File: config.mk
export PLATFORM = sky130hd
export DESIGN_NAME = phase_responder
export DESIGN_NICKNAME = d
export VERILOG_FILES = /design/src/rtl/phase_responder_pkg.sv /design/src/rtl/phase_responder_mem_port.sv /design/src/rtl/phase_responder.sv
export SDC_FILE = /design/constraint.sdc
export NUM_CORES = 1
export LEC_CHECK = 0
export ABC_AREA = 1
export BUFFER_PORTS_ARGS = -buffer_cell sky130_fd_sc_hd__clkbuf_2
export CELL_PAD_IN_SITES_DETAIL_PLACEMENT = 1
export CELL_PAD_IN_SITES_GLOBAL_PLACEMENT = 2
export CORE_UTILIZATION = 27
export CTS_BUF_LIST = sky130_fd_sc_hd__clkbuf_4 sky130_fd_sc_hd__clkbuf_8
export CTS_CLUSTER_DIAMETER = 200
export CTS_CLUSTER_SIZE = 30
export DETAILED_ROUTE_END_ITERATION = 10
export PLACE_DENSITY_LB_ADDON = 0.1
export REMOVE_ABC_BUFFERS = 1
export SLEW_MARGIN = 20
export SYNTH_ARGS = -nofsm -noshare
export SYNTH_HDL_FRONTEND = slang
export SYNTH_SLANG_ARGS = --single-unit
File: constraint.sdc
create_clock -name clk -period 1.65 [get_ports clk]
set_clock_uncertainty 0.1 [all_clocks]
set_input_delay 0.33 -clock clk [delete_from_list [all_inputs] [get_ports clk]]
set_output_delay 0.33 -clock clk [all_outputs]
set_load 0.02 [all_outputs]
File: src/rtl/phase_responder_pkg.sv
// Shared definitions for the phase responder.
// Holds the FSM state encoding, the internal operation tags that remember
// which kind of memory access is in flight, the instruction-register field
// positions and the default halt opcode.
package phase_responder_pkg;

  typedef enum logic [1:0] {
    IDLE     = 2'd0,
    MEM_WAIT = 2'd1,
    RESP     = 2'd2
  } state_t;

  // What the responder is doing while in MEM_WAIT. OP_NONE covers the phases
  // that complete without touching memory; they still pass through MEM_WAIT
  // so that done lands two cycles after the phase pulse.
  typedef enum logic [2:0] {
    OP_NONE    = 3'd0,
    OP_FETCH   = 3'd1,
    OP_OPERAND = 3'd2,
    OP_DATA_RD = 3'd3,
    OP_DATA_WR = 3'd4
  } op_t;

  // Instruction-register fields.
  localparam int CNT_HI  = 7;  // execute phase count code, ir[7:6]
  localparam int CNT_LO  = 6;
  localparam int MEM_BIT = 5;  // 1 = instruction accesses memory
  localparam int WE_BIT  = 4;  // 1 = memory access is a write

  localparam logic [7:0] HALT_OP_DEFAULT = 8'hFF;

endpackage

File: src/rtl/phase_responder_mem_port.sv
// Memory port of the phase responder.
// Owns the request/address/write-enable/write-data registers, recognises the
// acknowledge and runs the acknowledge timeout counter.
// Ports:
//   clk, rst_n          clock, synchronous active-low reset
//   start               launch a request this cycle (only while idle)
//   start_we/addr/wdata attributes of the request being launched
//   mem_ack             one-cycle acknowledge from memory
//   mem_req/we/addr/wdata  registered request to memory
//   hit                 acknowledge accepted this cycle (request was open)
//   timeout             last allowed wait cycle expired without acknowledge
module phase_responder_mem_port
  import phase_responder_pkg::*;
#(
  parameter int DATA_W      = 8,
  parameter int ADDR_W      = 8,
  parameter int ACK_TIMEOUT = 15
) (
  input  logic              clk,
  input  logic              rst_n,
  input  logic              start,
  input  logic              start_we,
  input  logic [ADDR_W-1:0] start_addr,
  input  logic [DATA_W-1:0] start_wdata,
  input  logic              mem_ack,
  output logic              mem_req,
  output logic              mem_we,
  output logic [ADDR_W-1:0] mem_addr,
  output logic [DATA_W-1:0] mem_wdata,
  output logic              hit,
  output logic              timeout
);

  localparam int CW = $clog2(ACK_TIMEOUT + 1);
  localparam logic [CW-1:0] LAST_WAIT = CW'(ACK_TIMEOUT - 1);

  logic [CW-1:0] wait_cnt;

  // An acknowledge only counts while a request is open; stray acks are dropped.
  assign hit     = mem_req & mem_ack;
  // An ack in the final allowed cycle still wins over the timeout.
  assign timeout = mem_req & ~mem_ack & (wait_cnt == LAST_WAIT);

  // NOTE: reset is sampled synchronously inside the clocked block, so it
  // drops mem_req on the very edge it is seen.
  always_ff @(posedge clk) begin
    if (!rst_n) begin
      mem_req   <= 1'b0;
      mem_we    <= 1'b0;
      mem_addr  <= '0;
      mem_wdata <= '0;
      wait_cnt  <= '0;
    end else if (start) begin
      mem_req   <= 1'b1;
      mem_we    <= start_we;
      mem_addr  <= start_addr;
      mem_wdata <= start_wdata;
      wait_cnt  <= '0;
    end else if (hit || timeout) begin
      mem_req  <= 1'b0;
      mem_we   <= 1'b0;
      wait_cnt <= '0;
    end else if (mem_req) begin
      wait_cnt <= wait_cnt + CW'(1);
    end
  end

endmodule

File: src/rtl/phase_responder.sv
// Phase responder: reacts to fetch/execute phase pulses from a timing
// generator, performs the memory access each phase calls for and reports
// completion with a one-cycle done pulse.
// Ports:
//   clk, rst_n                 clock, synchronous active-low reset
//   T1_Mif, T2_Mif             fetch phase pulses (fetch, decode)
//   T1..T4, Mex                execute phase pulses, execute-cycle level
//   mem_req/we/addr/wdata      memory request (held until ack or timeout)
//   mem_rdata, mem_ack         memory response
//   done                       one-cycle phase-complete pulse
//   cnt_set, stop              decoded phase count code and halt request
//   ir, pc, acc                architectural registers
//   err                        sticky protocol error flag
module phase_responder
  import phase_responder_pkg::*;
#(
  parameter int              DATA_W      = 8,
  parameter int              ADDR_W      = 8,
  parameter int              ACK_TIMEOUT = 15,
  parameter logic [DATA_W-1:0] HALT_OP   = DATA_W'(HALT_OP_DEFAULT)
) (
  input  logic              clk,
  input  logic              rst_n,
  input  logic              T1_Mif,
  input  logic              T2_Mif,
  input  logic              T1,
  input  logic              T2,
  input  logic              T3,
  input  logic              T4,
  input  logic              Mex,
  output logic              mem_req,
  output logic              mem_we,
  output logic [ADDR_W-1:0] mem_addr,
  output logic [DATA_W-1:0] mem_wdata,
  input  logic [DATA_W-1:0] mem_rdata,
  input  logic              mem_ack,
  output logic              done,
  output logic [1:0]        cnt_set,
  output logic              stop,
  output logic [DATA_W-1:0] ir,
  output logic [ADDR_W-1:0] pc,
  output logic [DATA_W-1:0] acc,
  output logic              err
);

  state_t            state, next_state;
  op_t               op, sel_op;
  logic [ADDR_W-1:0] op_addr;   // operand address latched by a memory T1

  logic              accept, decode, pulse_err;
  logic              start, start_we;
  logic [ADDR_W-1:0] start_addr;
  logic [DATA_W-1:0] start_wdata;
  logic              hit, timeout;

  logic [5:0] raw;
  logic       multi;
  logic       is_mem, is_wr;

  assign raw    = {T1_Mif, T2_Mif, T1, T2, T3, T4};
  // More than one bit set: clearing the lowest set bit leaves something.
  assign multi  = |(raw & (raw - 6'd1));
  assign is_mem = ir[MEM_BIT];
  assign is_wr  = ir[WE_BIT];
  assign done   = (state == RESP);

  phase_responder_mem_port #(
    .DATA_W     (DATA_W),
    .ADDR_W     (ADDR_W),
    .ACK_TIMEOUT(ACK_TIMEOUT)
  ) u_mem_port (
    .clk        (clk),
    .rst_n      (rst_n),
    .start      (start),
    .start_we   (start_we),
    .start_addr (start_addr),
    .start_wdata(start_wdata),
    .mem_ack    (mem_ack),
    .mem_req    (mem_req),
    .mem_we     (mem_we),
    .mem_addr   (mem_addr),
    .mem_wdata  (mem_wdata),
    .hit        (hit),
    .timeout    (timeout)
  );

  // NOTE: sequential state uses non-blocking assignments so every register
  // samples the pre-edge values of the others.
  always_ff @(posedge clk) begin
    if (!rst_n) state <= IDLE;
    else        state <= next_state;
  end

  // NOTE: every signal driven here gets a default first, so no path leaves
  // one unassigned and no latch is inferred.
  always_comb begin
    next_state  = state;
    sel_op      = OP_NONE;
    accept      = 1'b0;
    decode      = 1'b0;
    pulse_err   = 1'b0;
    start       = 1'b0;
    start_we    = 1'b0;
    start_addr  = pc;
    start_wdata = acc;
    case (state)
      IDLE: begin
        // Execute pulses outside an execute cycle are dropped but flagged.
        pulse_err = multi | (~Mex & (T1 | T2 | T3 | T4));
        if (T1_Mif) begin
          accept = 1'b1;
          sel_op = OP_FETCH;
          start  = 1'b1;
        end else if (T2_Mif) begin
          accept = 1'b1;
          decode = 1'b1;
        end else if (Mex && T1) begin
          accept = 1'b1;
          if (is_mem) begin
            sel_op = OP_OPERAND;
            start  = 1'b1;
          end
        end else if (Mex && T2) begin
          accept = 1'b1;
          if (is_mem) begin
            sel_op     = is_wr ? OP_DATA_WR : OP_DATA_RD;
            start      = 1'b1;
            start_we   = is_wr;
            start_addr = op_addr;
          end
        end else if (Mex && (T3 || T4)) begin
          accept = 1'b1;
        end
        if (accept) next_state = MEM_WAIT;
      end
      MEM_WAIT: begin
        pulse_err = |raw;
        if (op == OP_NONE || hit || timeout) next_state = RESP;
      end
      RESP: begin
        pulse_err  = |raw;
        next_state = IDLE;
      end
      default: next_state = IDLE;
    endcase
  end

  always_ff @(posedge clk) begin
    if (!rst_n) begin
      op      <= OP_NONE;
      op_addr <= '0;
      ir      <= '0;
      pc      <= '0;
      acc     <= '0;
      cnt_set <= 2'b00;
      stop    <= 1'b0;
      err     <= 1'b0;
    end else begin
      if (pulse_err || timeout) err <= 1'b1;
      if (accept) op <= sel_op;
      if (decode) begin
        cnt_set <= ir[CNT_HI:CNT_LO];
        stop    <= (ir == HALT_OP);
      end
      // A timeout leaves every architectural register untouched.
      if (state == MEM_WAIT && hit) begin
        case (op)
          OP_FETCH: begin
            ir <= mem_rdata;
            pc <= pc + ADDR_W'(1);
          end
          OP_OPERAND: begin
            op_addr <= ADDR_W'(mem_rdata);
            pc      <= pc + ADDR_W'(1);
          end
          OP_DATA_RD: acc <= mem_rdata;
          default: ;
        endcase
      end
    end
  end

endmodule
# ---- Word level (Yosys, flattened, before mapping)
# Cells that the tools add are included.
dict set report word_totals {
  register_bits 63
  latch_bits 0
  ram_bits 0
  mem_bits_ro 0
  in_bits 18
  out_inout_bits 47
  word_cells 103
  memories 0
}
dict set report classes {
  addsub 3
  n_mul 0
  div_mod_pow 0
  magnitude_cmp 0
  n_eq_ne 9
  shift 0
  n_mux 43
  n_bitwise 12
  n_reduce_logical 22
}
# operator n
set op_table {}
lappend op_table {{8-bit 2-to-1 mux} 6}
lappend op_table {{1-bit 2-to-1 mux} 25}
lappend op_table {{3-bit 2-to-1 mux} 7}
lappend op_table {{6-bit OR reduction} 2}
lappend op_table {{2-bit AND reduction} 5}
lappend op_table {{8-bit by 1-bit adder with 8-bit output (second input constant)} 1}
lappend op_table {{8-bit equality test (second input constant)} 1}
lappend op_table {{6-bit AND} 1}
lappend op_table {{3-bit by 2-bit equality test with 1-bit output (second input constant)} 2}
lappend op_table {{2-bit 2-to-1 mux} 3}
lappend op_table {{6-bit by 1-bit subtractor with 6-bit output (second input constant)} 1}
lappend op_table {{1-bit logical OR} 5}
lappend op_table {{4-bit by 1-bit adder with 4-bit output (second input constant)} 1}
lappend op_table {{1-bit AND} 4}
lappend op_table {{4-bit equality test (second input constant)} 1}
lappend op_table {{1-bit logical AND} 4}
lappend op_table {{2-bit != test (second input constant)} 2}
lappend op_table {{1-bit OR} 4}
lappend op_table {{2-bit one-hot mux with 2 select lines} 1}
lappend op_table {{2-bit OR reduction} 2}
lappend op_table {{3-bit by 1-bit equality test with 1-bit output (second input constant)} 1}
lappend op_table {{3-bit logical NOT} 1}
lappend op_table {{1-bit inverter} 3}
lappend op_table {{3-bit OR reduction} 1}
lappend op_table {{other kinds (5)} 5}

# ---- Longest topological paths before layout
# Gate-level depths: netlist of run 1.
dict set report logic_depth {
  word_depth 10
  ltp_mapped 10
  depth_no_buf 10
}

# ---- By module
# From an unflattened synthesis of run 1, not the netlist that was laid out.
dict set report unflattened {
  cells_unflattened 392
  area_unflattened_um2 2788.9
}
# mod n_inst cells_per_inst area_each_um2 seq_area_each_um2
set by_module_without_submodules {}
lappend by_module_without_submodules {phase_responder 1 278 1943.1 820.8}
lappend by_module_without_submodules {phase_responder_mem_port 1 114 845.8 440.4}

# ---- Least setup slack after synthesis of run 1
# Ideal clock, no wire load.
dict set report synth_timing {
  kind {register -> register}
  startpoint {register state[0]}
  endpoint {register u_mem_port.mem_addr[6]}
  setup_ps 116
  t_arrival_ps 1363
  t_required_ps 1434
  setup_slack_ps 71
  path_stages_with_launch 11
  path_buffers 1
  period_less_slack_ps 1579
  cell_sequence {dfxtp_1 -> inv_1 -> ha_1 -> inv_1 -> nor2_1 -> nand2_1 -> buf_2 -> nand2_1 -> nand2_1 -> nor2_1 -> nor2_1}
}
dict set report synth_via {
  elab_chain_cells 2
  elab_cells_between_ends 3
  classes_between {2 x mux; 1 x reduce/logical}
}
# item line
set synth_lines {}
lappend synth_lines {{start, declared} phase_responder.sv:46} ;# state_t state, next_state;
lappend synth_lines {{start signal, assigned} phase_responder.sv:91} ;# else state <= next_state;
lappend synth_lines {{2-bit logical NOT (*)} phase_responder.sv:106} ;# case (state)
lappend synth_lines {{8-bit 2-to-1 mux or 1-bit 2-to-1 mux (tied branches)} phase_responder.sv:106}
lappend synth_lines {{end signal, assigned} phase_responder_mem_port.sv:56} ;# mem_addr <= start_addr;
lappend synth_lines {{end, declared} phase_responder_mem_port.sv:28} ;# output logic [ADDR_W-1:0] mem_addr,
# Every way passes the cells marked *; elsewhere a longest branch is shown, timed or not.
# A chain may end at the register's enable or synchronous reset.

# ---- Worst setup path after layout of run 1
dict set report layout_timing {
  startpoint {register state[1]}
  endpoint {register ir[0]}
}
dict set report layout_via {
  elab_chain_cells 3
}
# item line
set layout_lines {}
lappend layout_lines {{2-bit by 1-bit equality test with 1-bit output} phase_responder.sv:166} ;# if (state == MEM_WAIT && hit) begin
lappend layout_lines {{1-bit logical AND} phase_responder.sv:166}
lappend layout_lines {{2-bit AND reduction (no source line)} -}
lappend layout_lines {{end signal, assigned} phase_responder.sv:169} ;# ir <= mem_rdata;
lappend layout_lines {{end, declared} phase_responder.sv:40} ;# output logic [DATA_W-1:0] ir,
# Every way passes these cells.

==> flow_summary.toml, run 1 <==
[status]
status = "finished, final reports clean"

[placement]
port_buffers = 64
dp_hpwl_um = 5760
finalWeightedCongestion = 0.712

[worst_setup_path]
reg2reg_depth = 9
r2r_slack_ns = 0.10
setup.worst_path.end_class = "register"
cp.required_ns = 1.81
worstSetupPathType = "register to register"
crit_fanout = 11
cp_data_arrival_time_ns = 1.70
cp-start-kind = "register"

[yosys]
syn_inst = 379
synth_top_family_by_area = "simple AND/OR/NAND/NOR gates"
yosys.area_share.simple_pct = 27.1
yosysSeqAreaShare_pct = 46.5
ys_warn_count = 0
synth-seq-cells = 63
ys_types = 23
synthAdderAreaFrac_pct = 3.23
netlist_area_um2 = 2710
synth_compound_area_share_pct = 15.1
synth_xor_area_share_pct = 0.645
synthMuxAreaShare_pct = 0
avgSynthCellArea_um2 = 7.16

[floorplan]
start_util_pct = 27.8
dieArea_um2 = 10500
die_h_um = 102
die_width_um = 102
io_pins = 65
core_um2 = 9770
rows = 36

[power_and_ir_drop]
power_w = 0.00360
p_per_area_nw_per_um2 = 1000
max-vdd-ir-drop_mv = 0.323
p_leak_nw = 1.56

[sta]
setup_tns_ns = 0
hold_violations = 0
slew_violations = 0
worst_hold_slack_ns = 0.170
finalCritPeriodShare_pct = 93.7
min_period_ns = 1.55
tightest_slew_ns = 0.550
slew_headroom_pct = 63.3
rsz0062_at_grt = "yes"
timing.fmax_ghz = 0.647
setup_viol = 0

[min_path]
min_path_cells = 3
holdCritPathClass = "primary input to register"

[clocking]
clock-root-buffer = "clkbuf_8"
postCtsHoldBufs = 0
cts_num_sinks = 63
cts_tree = "done"
htreeDepth = 3
clk_pin_slew_ns = 0.08
cts_buffers = 9
clock_path_buffers = 2
insertion_delay_ns = 0.34

[grt]
grt_max_degree = 25
globalRouteTotalUtil_pct = 15.5
antenna_found_initial = 0
grt_pass1_vias = 2492
gr-total-overflow = 0
grt_pass1_wl_um = 12400

[routing]
vias = 2615
wirelength_um = 7710
ant_nets = 0
avgViaCountPerCell = 4.37
first_pass_iters = 4
drc_errors = 0
wire_per_inst_um = 12.9
drt_iter0_markers = 47

[cells_and_area]
drive_gt1_share_pct = 26.2
post-route-util_pct = 36.9
nets = 485
num_antenna_cells = 0
syn_to_final_growth_pct = 32.7

[job]
cap_violations = 0
## area by class of cell
cell class / instances / area, um^2
multi-input cells: 264 / 1330
flip-flops and latches: 63 / 1260
well taps: 133 / 166
clock inverters: 5 / 57.6
fillers: 1262 / 6170
repair buffers: 82 / 488
inverters: 40 / 153
clock buffers: 11 / 145
## registers in the layout, indices dropped and copies added (netlist names), 2 cells and up
name and flops:
op_addr 8, pc 8, state 2, u_mem_port.mem_addr 8, op 3, acc 8, u_mem_port.mem_wdata 8, ir 8
cnt_set 2, u_mem_port.wait_cnt 4
## metrics by stage
step	setup slack [ns]	cell area (um^2)	std cells
after floorplan	-0.00296	2660	367
after global placement	0.00203	3290	579
after detailed placement	-0.0170	3290	579
after CTS	0.000467	3500	595
after global routing	-0.0122	3600	598
final	0.104	3600	598
## final timing paths
path                           startpoint                      end
setup / recovery    state[1]$_SDFFE_PN0P_       ir[0]$_SDFFE_PN0P_
hold / removal               mem_rdata[1]       ir[1]$_SDFFE_PN0P_
setup reg to reg    state[1]$_SDFFE_PN0P_       ir[0]$_SDFFE_PN0P_
hold reg to reg   op_addr[1]$_SDFFE_PN0P_  op_addr[1]$_SDFFE_PN0P_
## critical path, cell delays in order, from the launching register on
cell and delay [ns]:
dfxtp_2 0.33, inv_2 0.08, ha_1 0.14, inv_1 0.07
nor2_4 0.16, nand3_4 0.14, buf_6 0.18, inv_2 0.07
nand2_1 0.06, a21oi_1 0.14
## kinds of logic after synthesis
kind of cell,count (synthesis)
AND/OR/NAND/NOR,176
buffers and inverters,52
AO/OA/AOI/OAI,79
XOR/XNOR,2
flip-flops,63
adder cells (fa/ha/maj),7
## power breakdown
| part | switching [W] | total, W | internal [W] |
|---|---|---|---|
| combinational | 0.000360 | 0.000568 | 0.000207 |
| sequential | 0.0000455 | 0.00164 | 0.00160 |
| clock | 0.000639 | 0.00139 | 0.000754 |
## routing by layer
metal  vias up  wire [um]  track usage (%)
met5         -          0                0
met4         0         80             6.26
met3         7        301             3.01
met2        50       3320             23.5
met1      1190       4000             21.4
li1       1368          -                -
## timing repair
item | in CTS | in global routing
gates resized for setup | 2 | 30
endpoints found under the hold margin | 0 | 0
pin swaps | 1 | 3
setup buffers | 0 | 3
setup endpoints to repair | 10 | 44
## synth_stat cells
cell type  instances  area share [%]
clkbuf_1           6            0.83
inv_1             39             5.4
nand3_2            3             1.1
nand4_1            3            0.69
nand3_1            9             1.7
nand2_4            1            0.41
o21ai_1            2            0.37
nand3b_1           2            0.55
o21ai_2            1            0.32
buf_2              6             1.1
o21ai_0           41             7.6
nor2_4             1            0.41
a21oi_1           31             5.7
dfxtp_1           63              46
nor3_1             6             1.1
or2_2              1            0.23
nand2_2            2            0.46
xor2_1             2            0.65
nor2_1            82              11
nand2_1           66             9.1
ha_1               7             3.2
a211oi_1           4             1.1
inv_2              1            0.14
## cell usage in the layout, fill, tap and decap left out, types with 2 or more instances in the layout
cell type   count
buf_6           2
clkinvlp_4      3
nand2_1        66
buf_12          2
buf_4          14
nand3b_1        2
nand3_1         8
clkbuf_8       10
nor2_2          3
inv_1          35
o21ai_0        33
a21oi_1        31
nand3_4         4
nor2_1         79
nand4_1         3
a211oi_1        4
dfxtp_1        60
clkbuf_2       64
xor2_1          2
dfxtp_2         3
o21ai_2         2
nor3_1          5
ha_1            6
inv_2           4
o21ai_1         9
No activity file was read; power rests on OpenSTA's default activity.
==> run 2, diff against run 1 <==
--- a/config.mk
+++ b/config.mk
@@ -5,11 +5,10 @@
 export SDC_FILE = /design/constraint.sdc
 export NUM_CORES = 1
 export LEC_CHECK = 0
-export ABC_AREA = 1
 export BUFFER_PORTS_ARGS = -buffer_cell sky130_fd_sc_hd__clkbuf_2
 export CELL_PAD_IN_SITES_DETAIL_PLACEMENT = 1
 export CELL_PAD_IN_SITES_GLOBAL_PLACEMENT = 2
-export CORE_UTILIZATION = 27
+export CORE_UTILIZATION = 30
 export CTS_BUF_LIST = sky130_fd_sc_hd__clkbuf_4 sky130_fd_sc_hd__clkbuf_8
 export CTS_CLUSTER_DIAMETER = 200
 export CTS_CLUSTER_SIZE = 30
==> constraint.sdc (replaced) <==
create_clock -name clk -period 1.65 [get_ports clk]
set_clock_uncertainty 0.1 [all_clocks]
set_input_delay 0.0825 -clock clk [delete_from_list [all_inputs] [get_ports clk]]
set_output_delay 0.0825 -clock clk [all_outputs]
set_load 0.02 [all_outputs]
==> run 2 against run 1 <==
Net effect: the run now ends with setup timing left; register-to-register slack got worse by 0.19 ns; critical path depth decreased by 1; clock-buffer cell count shrank 2; worst setup slack got worse by 0.19 ns; clock power rose by 8%; final area grew 14%; global-route usage up 1.7 points; critical endpoint is now ir[6]$_SDFFE_PN0P_.
==> flow_summary.toml, run 2 <==
[status]
status = "complete, but fails checks"
violations = "setup timing"

[yosys]
avgSynthCellArea_um2 = 9.96
yosysSeqAreaShare_pct = 44.8
synth.area.top_cells = "dfxtp_1 45%, mux2i_1 16%, nor2b_1 8.4%, ha_1 3.1%, xor2_1 2.5%"
synth_enable_flop_cells = 0
synth-seq-cells = 63
syn_inst = 283
synthArstFlopShare_pct = 0
synth-main-ff-cell = "dfxtp_1"
ys_warn_count = 0
synth_top_area_share_pct = 44.8
yosys.area.top_type = "dfxtp_1"
ys_types = 41
netlist_area_um2 = 2820
synth_most_common_cell = "dfxtp_1"
synthTopCellsByCount = "63 x dfxtp_1, 44 x mux2i_1, 38 x nor2b_1"

[grt]
grt_pass1_wl_um = 12800
globalRouteTotalUtil_pct = 17.2
grt_max_degree = 33
antenna_found_initial = 0
grt_pass1_vias = 2524
gr-total-overflow = 0

[cells_and_area]
final_area_um2 = 4120
syn_to_final_growth_pct = 46.2
nets = 417
instances_no_fill = 505
final_common_cell = "clkbuf_2"
num-fill-cells = 1004
final_cell_mix = "64 x clkbuf_2, 60 x dfxtp_1, 43 x mux2i_1, 37 x nor2b_1, 26 x buf_4"
drive_gt1_share_pct = 38.8
multi_input_area_um2 = 1640
num_antenna_cells = 0
seq_area_um2 = 1270

[routing]
vias = 2464
wirelength_um = 8180
wire_per_inst_um = 16.2
drc_errors = 0
avgViaCountPerCell = 4.88
first_pass_iters = 4
drt_iter0_markers = 35
ant_nets = 0

[clocking]
clk_pin_slew_ns = 0.07
clock-root-buffer = "clkbuf_8"
cts_tree = "done"
clock_path_buffers = 2
insertion_delay_ns = 0.34
cts_num_sinks = 63
htreeDepth = 3
cts_buffers = 9

[floorplan]
io_pins = 65
dieArea_um2 = 9780
rows = 34
core_um2 = 8890
die_h_um = 98.9
die_width_um = 98.9
start_util_pct = 31.7

[sta]
finalCritPeriodShare_pct = 105
slew_violations = 0
setup_viol = 35
hold_violations = 0
slew_headroom_pct = 75.4
rsz0062_at_grt = "yes"
min_period_ns = 1.73
timing.fmax_ghz = 0.577
tightest_slew_ns = 0.369
fin_ws_ns = -0.0829

[job]
cap_violations = 0

[worst_setup_path]
r2r_end = "ir[6]$_SDFFE_PN0P_"
reg2reg_depth = 8
worstSetupEndpoint = "ir[6]$_SDFFE_PN0P_"
worstSetupPathType = "register to register"
startpoint = "state[1]$_SDFFE_PN0P_"
r2r_slack_ns = -0.08
cp_data_arrival_time_ns = 1.86
setup.worst_path.end_class = "register"
cp.required_ns = 1.78
r2r-start = "state[1]$_SDFFE_PN0P_"
crit_fanout = 8
cp-start-kind = "register"

[placement]
dp_hpwl_um = 5470
port_buffers = 64
placedCellCount = 470
postPlaceCellArea_um2 = 3490
finalWeightedCongestion = 0.763

[min_path]
min-delay-start = "Mex"
holdCritPathClass = "primary input to register"

[power_and_ir_drop]
p_per_area_nw_per_um2 = 919
max-vdd-ir-drop_mv = 0.332
p_leak_nw = 1.73
==> run 2: cell types whose count changed in the layout (fill, tap and decap cells not counted), sizes merged, moves of 18 or more <==
| cell | change |
|---|---|
| a21oi | -18 |
| buf | +22 |
| inv | -33 |
| mux2i | +44 |
| nand2 | -60 |
| nor2 | -73 |
| nor2b | +38 |
| o21ai | -31 |
==> run 2: worst min-delay path by stage <==
stage               depth (start not counted)                   to  slack [ns]
finish                                      3   op[1]$_SDFFE_PN0P_        0.01
global route                                3   op[1]$_SDFFE_PN0P_        0.02
CTS                                         3   op[1]$_SDFFE_PN0P_        0.01
detailed placement                          3   ir[7]$_SDFFE_PN0P_        0.31
global placement                            3  acc[0]$_SDFFE_PN0P_        0.29
floorplan                                   1   pc[0]$_SDFFE_PN0P_        0.10
==> run 2: timing repair <==
| item | in CTS | in global routing |
|---|---|---|
| cloned | 1 | 1 |
| endpoints found under the setup margin | 49 | 57 |
| resized for setup | 28 | 27 |
| setup buffers | 4 | 7 |
| hold endpoints to repair | 23 | 0 |
| pin swaps | 5 | 17 |
| hold buffers | 8 | 0 |
==> run 2: worst max-delay path, cell delays in order (launching register included) <==
cell      delay (ns)
dfxtp_2         0.33
inv_2           0.06
ha_4            0.12
nand4b_1        0.20
buf_4           0.22
nor3_4          0.16
buf_12          0.17
mux2i_1         0.20
nor2b_1         0.06
==> run 2: through the flow <==
step | worst slack, ns | hold slack (ns) | TNS [ns] | util (%) | total power, W
final | -0.0829 | 0.0134 | -1.09 | 46.3 | 0.00378
after global routing | -0.197 | 0.0171 | -4.97 | 46.3 | 0.00397
after CTS | -0.108 | 0.0105 | -0.955 | 44.4 | 0.00374
after detailed placement | -0.158 | 0.305 | -2.80 | 39.3 | 0.00213
after global placement | -0.103 | 0.288 | -1.42 | 39.3 | 0.00212
after floorplan | -0.756 | 0.104 | -25.50 | - | 0.00188
==> run 2: where the power goes <==
part | leakage [nW] | switching [W] | internal (W)
logic | 1.11 | 0.000336 | 0.000337
registers | 0.512 | 0.0000390 | 0.00157
clock network | 0.105 | 0.000649 | 0.000852
==> run 2: layout make-up <==
class	count	share of cell area, %
clock inverter	7	2.37
tap	108	3.28
sequential	63	30.8
inverter	7	0.699
timing repair buffer	113	20.0
multi-input combinational	198	39.8
clock buffer	9	3.01
==> run 2: cell families (layout without fill, tap and decap cells) <==
family | Yosys count | after routing | share of synthesized area, %
AND/OR/NAND/NOR | 96 | 96 | 20.8
flip-flops | 63 | 63 | 44.8
multiplexers | 44 | 44 | 15.6
AO/OA/AOI/OAI | 39 | 39 | 8.79
buffers and inverters | 22 | 136 | 3.11
XOR/XNOR | 11 | 11 | 3.42
adder cells (fa/ha/maj) | 8 | 8 | 3.46
==> run 2: layer usage <==
metal	vias up	global-route usage [%]	wire length (um)
met5	-	0	0
met2	42	29.4	4100
met4	0	6.20	101
met1	1200	21.2	3760
li1	1213	-	-
met3	9	3.90	224
